## src/rtl/can_crc_seq.sv

```systemverilog
// ---------------------------------------------------------------------------
// can_crc_seq
// CAN CRC-15 sequencer. The block accumulates the CRC over the destuffed
// frame bits from SOF through the end of the data field. In TX mode it then
// serializes the 15-bit CRC MSB first. In RX mode it compares the 15 received
// CRC bits against the computed value. A one-cycle done pulse reports the
// result on crc_ok.
//
// Ports
//   clk           rising-edge clock
//   rst           synchronous, active-high reset; overrides every other input
//   start         one-cycle frame start; accepted only in IDLE
//   mode          1 = TX (generate/serialize), 0 = RX (check); sampled with start
//   cov_len[7:0]  number of covered bits; sampled with start
//   bit_in        destuffed frame bit, qualified by bit_valid
//   bit_valid     bit strobe; also advances the TX CRC bit slot
//   abort         level; returns any busy state to IDLE without a done pulse
//   busy          high in every state except IDLE
//   crc_out_bit   TX CRC bit, MSB first (meaningful while crc_out_valid)
//   crc_out_valid high only while serializing the TX CRC
//   crc_value     CRC over the covered bits; held until the next accepted start
//   done          one-cycle completion pulse
//   crc_ok        pass/fail result, valid while done is high
// ---------------------------------------------------------------------------
module can_crc_seq (
    input  logic        clk,
    input  logic        rst,
    input  logic        start,
    input  logic        mode,
    input  logic [7:0]  cov_len,
    input  logic        bit_in,
    input  logic        bit_valid,
    input  logic        abort,
    output logic        busy,
    output logic        crc_out_bit,
    output logic        crc_out_valid,
    output logic [14:0] crc_value,
    output logic        done,
    output logic        crc_ok
);

    localparam logic [14:0] CRC_POLY = 15'h4599;

    typedef enum logic [2:0] {
        S_IDLE,
        S_ACCUM,
        S_TX_CRC,
        S_RX_CRC,
        S_DONE
    } state_t;

    state_t      state_q;
    logic [14:0] crc_q;        // running CRC during ACCUM
    logic [14:0] shift_q;      // CRC being serialized or compared
    logic [7:0]  cnt_q;        // covered-bit count, then CRC-bit count
    logic        err_q;        // sticky RX compare error
    logic        mode_q;
    logic [7:0]  len_q;
    logic [14:0] crc_value_q;

    logic [14:0] crc_d;        // CRC after absorbing bit_in
    logic [7:0]  cnt_d;        // counter plus one

    always_comb begin
        crc_d = {crc_q[13:0], 1'b0};
        if (crc_q[14] ^ bit_in) begin
            crc_d = {crc_q[13:0], 1'b0} ^ CRC_POLY;
        end
        cnt_d = cnt_q + 8'd1;
    end

    always_ff @(posedge clk) begin
        if (rst) begin
            state_q     <= S_IDLE;
            crc_q       <= '0;
            shift_q     <= '0;
            cnt_q       <= '0;
            err_q       <= 1'b0;
            mode_q      <= 1'b0;
            len_q       <= '0;
            crc_value_q <= '0;
        end else if (state_q != S_IDLE && abort) begin
            // Frame dropped; crc_value deliberately keeps its prior contents.
            state_q <= S_IDLE;
        end else begin
            case (state_q)
                S_IDLE: begin
                    // abort in IDLE swallows a coincident start
                    if (start && !abort) begin
                        crc_q  <= '0;
                        cnt_q  <= '0;
                        err_q  <= 1'b0;
                        mode_q <= mode;
                        len_q  <= cov_len;
                        if (cov_len == 8'd0) begin
                            // Empty coverage: the CRC of nothing is zero.
                            crc_value_q <= '0;
                            shift_q     <= '0;
                            state_q     <= mode ? S_TX_CRC : S_RX_CRC;
                        end else begin
                            state_q <= S_ACCUM;
                        end
                    end
                end

                S_ACCUM: begin
                    if (bit_valid) begin
                        crc_q <= crc_d;
                        if (cnt_d == len_q) begin
                            crc_value_q <= crc_d;
                            shift_q     <= crc_d;
                            cnt_q       <= '0;
                            state_q     <= mode_q ? S_TX_CRC : S_RX_CRC;
                        end else begin
                            cnt_q <= cnt_d;
                        end
                    end
                end

                S_TX_CRC, S_RX_CRC: begin
                    if (bit_valid) begin
                        if (state_q == S_RX_CRC && bit_in != shift_q[14]) begin
                            err_q <= 1'b1;
                        end
                        shift_q <= {shift_q[13:0], 1'b0};
                        if (cnt_q == 8'd14) begin
                            cnt_q   <= '0;
                            state_q <= S_DONE;
                        end else begin
                            cnt_q <= cnt_d;
                        end
                    end
                end

                S_DONE: begin
                    state_q <= S_IDLE;
                end

                default: begin
                    state_q <= S_IDLE;
                end
            endcase
        end
    end

    // Outputs decode the state register. They are forced low while rst is
    // held, so reset wins even before the first clock edge.
    assign busy          = !rst && (state_q != S_IDLE);
    assign crc_out_valid = !rst && (state_q == S_TX_CRC);
    assign crc_out_bit   = !rst && (state_q == S_TX_CRC) && shift_q[14];
    assign done          = !rst && (state_q == S_DONE);
    assign crc_ok        = !rst && (state_q == S_DONE) && (mode_q || !err_q);
    assign crc_value     = rst ? 15'h0000 : crc_value_q;

endmodule
```

## config.mk

```make
export PLATFORM = sky130hd
export DESIGN_NAME = can_crc_seq
export DESIGN_NICKNAME = d
export VERILOG_FILES = /design/src/rtl/can_crc_seq.sv
export SDC_FILE = /design/constraint.sdc
export NUM_CORES = 1
export LEC_CHECK = 0
export BUFFER_PORTS_ARGS = -buffer_cell sky130_fd_sc_hd__buf_4
export CORE_MARGIN = 4
export CORE_UTILIZATION = 23
export DETAILED_ROUTE_END_ITERATION = 12
export PLACE_DENSITY = 0.41
export SYNTH_ARGS = -nofsm -noshare
export SYNTH_HDL_FRONTEND = slang
export SYNTH_SLANG_ARGS = --single-unit
export TNS_END_PERCENT = 10
```

## constraint.sdc

```tcl
create_clock -name clk -period 4.7 [get_ports clk]
set_input_delay 0.94 -clock clk [delete_from_list [all_inputs] [get_ports clk]]
set_output_delay 0.94 -clock clk [all_outputs]
set_load 0.03 [all_outputs]
```

==> impl_results.md <==
* Status: complete, no violations
* # IOs at 35
* RSZ-0062 raised after global routing: false
* R2r setup slk at 1700 ps
* Post-DRT Antenna Nets at 0
* Arr. time, crit path at 2260 ps
* CTS tree: done
* Htree depth at 3
* Clk_lat worst skew at 330 ps
* Switching share of power at 30.7%
* Total of max-cap violations at 0
* Total die area at 0.0167 mm²
* Async SR Flop Fraction at 0%
* Die Wd at 129 µm
* Cell area after layout at 0.00402 mm²
* Syn Area/Cell at 8.28 µm²
* CTS Buf Count at 9
* Vias per inst at 4.90
* Initial antenna violation count at 0
* Seq cells post-synth at 66
* Number of setup buffers added after CTS at 0
* GP Congestion at 0.761
* Largest net degree at the start of global routing at 77
* Vias at 3017
* First-pass GRT wire length at 15.9 mm
* Lkg Pwr at 1.43 nW
* Chip Height at 129 µm
* Comb pwr share at 17.2%
* Post-CTS resize count at 0
* Root Buffer: clkbuf_16
* Port Buffers at 34
* Share of cells above drive strength 1 at 16.9%
* Clk buf depth at 2
* DR iter-0 viols at 195
* WL met1 at 4.91 mm
* Cell row count at 44
* Clock Sink Count at 66
* WL met2 at 4.04 mm
* Pwr Density at 365 mW/mm²
* Commonest non-fill, non-tap cell in the layout: dfxtp_1
* Final setup vio count at 0
* Worst min path class: register to register
* Post-layout min period at 3200 ps
* Wire per inst at 15.6 µm
* Clock Skews at 7.89 ps
* Most frequent cells in the layout: 66 x dfxtp_1, 57 x a21oi_1, 39 x nand2_1, 36 x buf_4, 24 x nor2_1
* Clk pwr share at 41.8%
* Ant diodes at 0
* Final Hold Fails at 0
* Yosys warning total at 0
* Register area share after synthesis at 39.1%
* Total global routing overflow at 0
* Placeable Area at 0.0145 mm²
* Yosys cell types at 55
* Psw at 0.452 mW
* Startpoint Class: input pin
* Fmax achieved at 0.313 GHz
* Sequential cell area at 0.00132 mm²
* Worst Tran Pin Value at 1150 ps
* Sequential share of power at 41.0%
* Main synth FF type: dfxtp_1
* WL met3 at 539 µm
* Top layer in use: met4
* Peak supply drop at 204 µV
* DRC at 0
* EDFF count, synth at 0
* Post-layout total power at 1.47 mW
* Dpl hpwl at 6.43 mm
* CP Capture Type: output pin
* Initial Util at 23.3%
* GRT Overall Usage at 12.1%
* Vias in the first global route at 2980
* P&R area growth vs syn at 19.1%
* Final slew viol count at 0
* Clock slew at reported path FFs at 50 ps
* Setup TNS at 0 ps
* CP Class: input pin to output pin
* Required @ worst endpoint at 3760 ps
* Mapped Cells at 408
* Final critical-path share of the clock period at 68.0%
* Cell Area, Placed at 0.00375 mm²
* DR pass1 iterations at 4
* Mapped Area at 0.00338 mm²
* Syn Nets at 425
* Fillers at 1559
* Final wirelength at 9.61 mm
* Hold buffer count at cts at 0
* Multi-input gate area at 0.00186 mm²
* Internal power at 1.02 mW
* Critical-path maximum fanout at 76
* Worst slew margin relative to its limit at 22.6%
* Final nets at 444
-- critical path, stage by stage --
cell and delay, ps:
buf_4 340, nor4b_1 520, a21boi_0 250, buf_4 190
-- routing by layer --
layer / vias up / track usage [%]
met5: - / 0
met4: 0 / 4.57
met3: 10 / 3.63
met2: 61 / 17.3
met1: 1434 / 17.1
li1: 1512 / -
-- per-stage QoR --
step / std cells / hold WS (ps) / worst slack, ps / util [%]
floorplan: 408 / 436 / 729 / -
global placement: 600 / 450 / 1580 / 25.9
detailed placement: 600 / 455 / 1500 / 25.9
CTS: 616 / 463 / 1500 / 27.8
global route: 616 / 482 / 1290 / 27.8
finish: 616 / 466 / 1500 / 27.8
-- Yosys cell counts, drive strengths merged, types with 12 or more instances --
| cell | count | area, µm² |
|---|---|---|
| buf | 13 | 75.1 |
| a21oi | 57 | 285 |
| a211oi | 12 | 135 |
| nand2b | 20 | 125 |
| clkbuf | 15 | 56.3 |
| inv | 20 | 75.1 |
| nand2 | 39 | 146 |
| nand3 | 25 | 135 |
| nor2 | 24 | 90.1 |
| dfxtp | 66 | 1320 |
-- path summary, 6_finish.rpt --
kind,startpoint,endpoint,cells past startpoint
hold reg to reg,mode_q,mode_q,2
setup / recovery,rst,crc_ok,4
setup reg to reg,cnt_q[0],shift_q[12],7
hold / removal,mode_q,mode_q,2
-- registers in the layout (all words and copies together), names as in the netlist --
name,count
crc_value_q,15
mode_q,1
state_q,3
crc_q,15
len_q,8
shift_q,15
cnt_q,8
err_q,1
-- power groups by stage --
stage / logic, mW / clock network, mW / registers [mW]
2_1_floorplan: 0.201 / 0 / 0.604
3_3_place_gp: 0.251 / 0 / 0.615
3_5_place_dp: 0.253 / 0 / 0.614
4_1_cts: 0.254 / 0.634 / 0.602
5_1_grt: 0.281 / 0.660 / 0.605
6_report: 0.253 / 0.615 / 0.603
-- final cells by class --
| class | instances | area share (%) |
|---|---|---|
| Clock inverter | 7 | 1.15 |
| Timing Repair Buffer | 36 | 6.72 |
| Tap cell | 184 | 5.72 |
| Clock buffer | 9 | 5.60 |
| Multi-Input combinational cell | 294 | 46.1 |
| Sequential cell | 66 | 32.8 |
| Inverter | 20 | 1.87 |
-- cells by family (layout without fill, tap and decap cells) --
family	after synthesis	after routing	synth area share [%]
simple gates	143	143	21.6
compound gates	129	129	27.1
flops	66	66	39.1
buf+inv	48	72	6.11
xor+xnor	17	17	4.41
mux	3	3	0.889
fa+ha+maj	2	2	0.741
No activity file was read; power rests on OpenSTA's default activity.
